[config.mk]
export PLATFORM = sky130hd
export DESIGN_NAME = cla_sub_pipe
export DESIGN_NICKNAME = d
export VERILOG_FILES = /design/src/rtl/cla_sub_pipe.sv
export SDC_FILE = /design/constraint.sdc
export NUM_CORES = 1
export LEC_CHECK = 0
export CORE_MARGIN = 2
export CORE_UTILIZATION = 50
export DETAILED_ROUTE_END_ITERATION = 8
export PLACE_DENSITY = 0.76
export SLEW_MARGIN = 20
export SYNTH_ARGS = -nofsm -noshare
export SYNTH_HDL_FRONTEND = slang
export SYNTH_SLANG_ARGS = --single-unit
[constraint.sdc]
create_clock -name clk -period 5.7 [get_ports clk]
set_clock_uncertainty 0.1 [all_clocks]
set_input_delay 0.855 -clock clk [delete_from_list [all_inputs] [get_ports clk]]
set_output_delay 0.855 -clock clk [all_outputs]
set_load 0.005 [all_outputs]
[src/rtl/cla_sub_pipe.sv]
// Pipelined carry-lookahead subtractor: diff = minuend - subtrahend - bin.
// One SLICE-bit lookahead slice is resolved per stage, and the borrow between
// slices is registered. Operand slices that are not yet used travel down the
// pipe in skew registers. Finished result slices are carried forward, so every
// field on the outputs belongs to the same beat.
// The whole pipe advances together and freezes whenever the output is stalled.
// WIDTH must be a multiple of SLICE and give at least two stages.
module cla_sub_pipe #(
  parameter int WIDTH = 32,
  parameter int SLICE = 8
) (
  input  logic             clk,
  input  logic             reset,
  input  logic             in_valid,
  output logic             in_ready,
  input  logic [WIDTH-1:0] minuend,
  input  logic [WIDTH-1:0] subtrahend,
  input  logic             bin,
  output logic             out_valid,
  input  logic             out_ready,
  output logic [WIDTH-1:0] diff,
  output logic             bout,
  output logic             ovf,
  output logic             zero
);

  localparam int STAGES = WIDTH / SLICE;

  // One slice of A + ~B + cin. Every internal carry is built in lookahead form
  // from the generate/propagate terms and cin, not by rippling bit to bit.
  function automatic logic [SLICE:0] cla_slice(input logic [SLICE-1:0] a,
                                               input logic [SLICE-1:0] nb,
                                               input logic             cin);
    logic [SLICE-1:0] g;
    logic [SLICE-1:0] p;
    logic [SLICE:0]   c;
    logic             t;
    g = a & nb;
    p = a ^ nb;
    c = '0;
    c[0] = cin;
    for (int i = 1; i <= SLICE; i++) begin
      t = cin;
      for (int m = 0; m < i; m++) t = t & p[m];
      c[i] = t;
      for (int j = 0; j < i; j++) begin
        t = g[j];
        for (int m = j + 1; m < i; m++) t = t & p[m];
        c[i] = c[i] | t;
      end
    end
    return {c[SLICE], p ^ c[SLICE-1:0]};
  endfunction

  // Pipeline state. Index k is stage k. The skew registers exist only for
  // stages that still have a later stage to feed.
  logic [STAGES-1:0]             v_q;
  logic [STAGES-1:0]             br_q;
  logic [STAGES-1:0][WIDTH-1:0]  r_q;
  logic [STAGES-2:0][WIDTH-1:0]  a_q;
  logic [STAGES-2:0][WIDTH-1:0]  b_q;
  logic                          ovf_q;
  logic                          zero_q;

  // Inputs to each stage and that stage's next-state values.
  logic [STAGES-1:0][WIDTH-1:0]  sa;
  logic [STAGES-1:0][WIDTH-1:0]  sb;
  logic [STAGES-1:0][WIDTH-1:0]  pr;
  logic [STAGES-1:0]             ci;
  logic [STAGES-1:0]             vi;
  logic [STAGES-1:0][SLICE:0]    sl;
  logic [STAGES-1:0][WIDTH-1:0]  r_n;
  logic [STAGES-1:0]             br_n;
  logic                          ovf_n;
  logic                          zero_n;

  logic stall;
  logic adv;

  assign stall    = out_valid & ~out_ready;
  assign adv      = ~stall;
  assign in_ready = adv;

  for (genvar k = 0; k < STAGES; k++) begin : g_stage
    if (k == 0) begin : g_first
      // Stage 0 takes its operands straight from the ports. The borrow in
      // becomes the inverted carry into slice 0.
      assign sa[k] = minuend;
      assign sb[k] = subtrahend;
      assign pr[k] = '0;
      assign ci[k] = ~bin;
      assign vi[k] = in_valid;
    end else begin : g_next
      assign sa[k] = a_q[k-1];
      assign sb[k] = b_q[k-1];
      assign pr[k] = r_q[k-1];
      assign ci[k] = ~br_q[k-1];
      assign vi[k] = v_q[k-1];
    end

    assign sl[k] = cla_slice(sa[k][k*SLICE +: SLICE], ~sb[k][k*SLICE +: SLICE], ci[k]);

    // Slices above k are still zero in the forwarded result, so OR-ing the new
    // slice into place is enough.
    assign r_n[k]  = pr[k] | ({{(WIDTH-SLICE){1'b0}}, sl[k][SLICE-1:0]} << (k*SLICE));
    assign br_n[k] = ~sl[k][SLICE];
  end

  // The last stage produces the flags from operand sign bits of the same beat.
  assign ovf_n  = (sa[STAGES-1][WIDTH-1] ^ sb[STAGES-1][WIDTH-1]) &
                  (sa[STAGES-1][WIDTH-1] ^ r_n[STAGES-1][WIDTH-1]);
  assign zero_n = (r_n[STAGES-1] == '0);

  // Move every stage forward in lock step unless the output is stalled.
  // Reset drops in-flight beats and clears all data.
  always_ff @(posedge clk or posedge reset) begin
    if (reset) begin
      v_q    <= '0;
      br_q   <= '0;
      r_q    <= '0;
      a_q    <= '0;
      b_q    <= '0;
      ovf_q  <= 1'b0;
      zero_q <= 1'b0;
    end else if (adv) begin
      v_q    <= vi;
      br_q   <= br_n;
      r_q    <= r_n;
      for (int k = 0; k < STAGES - 1; k++) begin
        a_q[k] <= sa[k];
        b_q[k] <= sb[k];
      end
      ovf_q  <= ovf_n;
      zero_q <= zero_n;
    end
  end

  assign out_valid = v_q[STAGES-1];
  assign diff      = r_q[STAGES-1];
  assign bout      = br_q[STAGES-1];
  assign ovf       = ovf_q;
  assign zero      = zero_q;

endmodule

Word-level counts from Yosys, hierarchy flattened
Cells that the tools add are included.
{ "totals": {"register_bits": 306, "inputBits": 69, "output_inout_bits": 37, "elab_cells": 336} }
{ "op_classes": {"n_bitwise": 321, "reduce_logical": 1} }
{ "op_table": {"columns": ["op", "count"], "rows": [
  ["bitwise AND 1 bit", 146],
  ["OR 1 bit", 144],
  ["XOR 8 bit", 8],
  ["bitwise AND 8 bit", 4],
  ["zero test 32 bit", 1],
  ["inverter 8 bit", 4],
  ["OR 32 x 24 -> 32 bit", 1],
  ["OR 32 bit", 1],
  ["OR 8 x 16 -> 16 bit", 1],
  ["inverter 1 bit", 10],
  ["XOR 1 bit", 2]
]} }

Logic depth before layout (Yosys ltp)
{ "depth": {"depth_word": 20, "depth_mapped": 9} }

Least setup slack after synthesis
OpenSTA, ideal clock, no wires.
{ "synth_path": {"path_kind": "in2reg", "startpoint": "input subtrahend[0]", "endpoint": "register r_q, in the netlist pr[39]", "arrival_time_ns": 2.545, "path_slack_ns": 2.935, "cell_stages": 9, "cell_sequence": "inv_1 > ha_1 > ha_1 > o21a_1 > o211ai_1 > nand2_1 > a41o_1 > or3_1 > a31o_2"} }
{ "synth_via": {"elab_chain_len": 17, "word_cells_on_any_way": 24} }
{ "synth_rtl": {"columns": ["element", "line", "text"], "rows": [
  ["from (decl)", "17", "input logic [WIDTH-1:0] subtrahend,"],
  ["inverter 8 bit *", "101", "assign sl[k] = cla_slice(sa[k][k*SLICE +: SLICE], ~sb[k][k*SLICE +: SLICE], ci[k]);"],
  ["XOR 8 bit", "39", "p = a ^ nb;"],
  ["bitwise AND 1 bit (7 in a row)", "44", "for (int m = 0; m < i; m++) t = t & p[m];"],
  ["OR 1 bit * (7 in a row)", "49", "c[i] = c[i] | t;"],
  ["XOR 8 bit *", "52", "return {c[SLICE], p ^ c[SLICE-1:0]};"],
  ["to (signal assigned)", "128", "r_q <= r_n;"],
  ["to (decl)", "59", "logic [STAGES-1:0][WIDTH-1:0] r_q;"]
]} }
Mark *: on every way between the ends. The rest lies on a longest branch, timed or not.
A chain may end at the register's enable or synchronous reset.

Final worst setup path
{ "layout_path": {"startpoint": "input out_ready", "endpoint": "output in_ready"} }
{ "layout_via": {"elab_chain_len": 3} }
{ "layout_rtl": {"columns": ["element", "line", "text"], "rows": [
  ["from (decl)", "20", "input logic out_ready,"],
  ["inverter 1 bit", "80", "assign stall = out_valid & ~out_ready;"],
  ["bitwise AND 1 bit", "80", null],
  ["inverter 1 bit", "81", "assign adv = ~stall;"],
  ["to (decl)", "15", "output logic in_ready,"]
]} }
Every way passes these cells.

==> run_results.csv <==
group,metric,value,unit
setup_path,r2r_cells,5,
clocking,cts_setup_buffers,0,
finish,diodes,0,
finish,regArea,0.004654,mm²
min_path,min_path_cells,1,
clocking,clk_pin_slew_worst_paths,0.06,ns
finish,nets,1089,
drt,vias,5917,
finish,multiInputGateArea,0.003152,mm²
grt,use_met2,0.3064,
clocking,cts_root_buffer,"clkbuf_16",
clocking,cts_hold_buf,0,
setup_path,reg2reg_from,"v_q[3]$_DFFE_PP0N_",
finish,final_area,0.009962,mm²
placed_design,dp_hpwl,10260,µm
timing,finalSetupViolations,0,
power_and_ir_drop,power-per-cell-area,555.2,mW/mm²
synth,synth_seq_cells,186,
timing,timing.final.ws_setup,2.187,ns
setup_path,cp.arrival,2.56,ns
setup_path,worst_setup_path_start_kind,"primary input",
timing,slew_violations,0,
setup_path,crit_type,"in -> out",
setup_path,cp_max_fo,110,
setup_path,reg2reg_slack,3.15,ns
drt,ant_nets,0,
grt,grt_remaining_overflow,0,
synth,ys_async_sr_fraction,1.000,
finish,final_cells,1208,
clocking,clock_sinks,186,
synth,yosysUniqueCellTypes,41,
clocking,numCtsBuffers,17,
synth,synth_top_area_cell,"dfrtp_1",
setup_path,cp_cell_sequence,"clkdlybuf4s50_1, nor2b_4, inv_6, clkdlybuf4s50_1",
drt,wl,15670,µm
grt,grt_usage,0.1942,
setup_path,slowest_stage,"clkdlybuf4s50_1",
grt,grt_use_met1,0.2641,
floorplanning,die_w,131.4,µm
setup_path,crit_top_cell,"clkdlybuf4s50_1",
synth,synth-simple-area-share,0.2274,
synth,synth-xor-area-share,0.01511,
setup_path,end_kind,"output pin",
clocking,clk_path_buf_depth,2,
placed_design,io_buffer_count,105,
floorplanning,pin_count,106,
drt,dr.first_iter.drc_count,472,
floorplanning,num_rows,46,
timing,finalSetupTns,0,ns
clocking,clock_latency,0.42,ns
synth,synth_area,0.008114,mm²
setup_path,worst-endpoint-required,4.74,ns
drt,wl_per_cell,12.97,µm
synth,synth_commonest_cells,"nand2_1 (420), dfrtp_1 (186), inv_1 (43)",
grt,antenna_found_initial,0,
min_path,hold_path_end,"v_q[3]$_DFFE_PP0N_",
grt,grt_pass1_wl,27020,µm
timing,fmax,284.7,MHz
synth,postSynthCellCount,892,
synth,ys_seq_area_frac,0.5736,
placed_design,globalplace.congestion,0.8074,
min_path,hold_path.class,"reg -> reg",
finish,nFillCells,1388,
setup_path,critPathMaxStageDelay,0.64,ns
grt,grt_pass1_vias,5575,
synth,synth_edf_count,0,
placed_design,dpl-instance-area,0.009344,mm²
timing,finalCritPeriodShare,0.6163,
power_and_ir_drop,p_leak,4.991,nW
floorplanning,die_h,131.4,µm
placed_design,dp_slack,2.150,ns
power_and_ir_drop,finalPower,5.531,mW
floorplanning,core,0.01589,mm²
drt,drc,0,
floorplanning,start_util,0.5108,
synth,synth_top_family_by_area,"simple AND/OR/NAND/NOR gates",
status,status,"completed",
synth,ys.flop_type,"dfrtp_1",
clocking,ctsResizeCount,0,
timing,relSlewSlack,0.3338,
synth,synth_compound_area_frac,0.07679,
synth,syn_avg_cell_area,9.096,µm²
placed_design,dp_cells,1177,
power_and_ir_drop,ir_worst_vdd,0.2536,mV
synth,synth_most_common_cell,"nand2_1",
finish,syn_to_final_growth,22.78,%
clocking,ctsHtreeMaxLevel,4,
synth,synth.net_count,1001,
grt,grt_start_max_net_pins,187,
timing,rsz0062_at_grt,"no",
synth,synth_mux_area_frac,0.002776,
synth,yosysTopAreaCellShare,0.5736,
drt,via_per_inst,4.898,
finish,utilization,0.6271,
min_path,holdCritStartpoint,"v_q[2]$_DFFE_PP0N_",
timing,period_needed,3.513,ns
timing,hold_ws,0.3628,ns
timing,worstMarginPinSlew,0.9993,ns
synth,netlist_top_cells_area,"dfrtp_1 (57%), nand2_1 (19%), ha_1 (5.6%)",
job,drv_cap,0,
drt,first_pass_iters,5,
grt,grt_busiest_layer,"met2",
grt,use_met3,0.04514,
timing,final-hold-violation-count,0,
synth,synth_adder_area_share,0.06538,
clocking,cts_tree,"done",
finish,drive_gt1_frac,0.04839,
setup_path,worstReg2RegEnd,"pr[117]$_DFFE_PP0N_",
synth,synth_warnings,0,
floorplanning,dieArea,0.01726,mm²
cell type report:
class | count | share of cell area
timing repair buffer | 109 | 0.1098
tap | 216 | 0.02713
clock buffer | 20 | 0.04484
multi-input combinational | 622 | 0.3164
sequential | 186 | 0.4672
inverter | 44 | 0.01746
clock inverter | 11 | 0.01721
how the worst max path moves through the flow:
stage / startpoint / to / slack [ns] / cells past startpoint
6_report: out_ready / in_ready / 2.19 / 4
5_1_grt: out_ready / in_ready / 2.06 / 4
4_1_cts: out_ready / in_ready / 2.15 / 4
3_5_place_dp: out_ready / in_ready / 2.15 / 4
3_3_place_gp: out_ready / in_ready / 2.15 / 4
2_1_floorplan: reset / a_q[10]$_DFFE_PP0N_ / 2.35 / 1
cell usage in the layout, fill, tap and decap left out, drive strengths merged, types with 7 or more instances in the layout:
cell type,Yosys,routed
nor3,11,11
clkbuf,39,20
xor2,7,7
nand2,420,420
o31ai,14,14
ha,36,36
o21ai,35,35
clkdlybuf4s50,0,105
a21oi,14,14
inv,43,43
nor2,21,21
dfrtp,186,186
o21a,10,10
xnor2,7,7
power breakdown:
group / total (mW) / switching [mW] / internal, mW
Combinational: 2.07 / 1.12 / 0.949
Clock: 1.23 / 0.485 / 0.744
Sequential: 2.23 / 0.331 / 1.90
sequential cells by signal, summed over array words and instances, names as in the netlist:
register and cells:
diff 32, ovf 1, a_q 48, b_q 48, br_q 4, pr 48, v_q 4, zero 1
kinds of logic after synthesis:
family / count (synthesis)
flops: 186
mux: 2
buf+inv: 84
xor+xnor: 14
fa+ha+maj: 40
compound gates: 94
simple gates: 472
worst max-delay path: cells and delay by family:
kind	cells	cell delay, ns
buf+inv	3	1.62
simple gates	1	0.06
per-layer routing:
| layer | share of wire | routed length (µm) |
|---|---|---|
| met5 | 0 | 0 |
| met2 | 0.48 | 7518 |
| met4 | 0.018 | 286 |
| met1 | 0.46 | 7221 |
| met3 | 0.041 | 641 |
(Power assumes the default switching activity.)
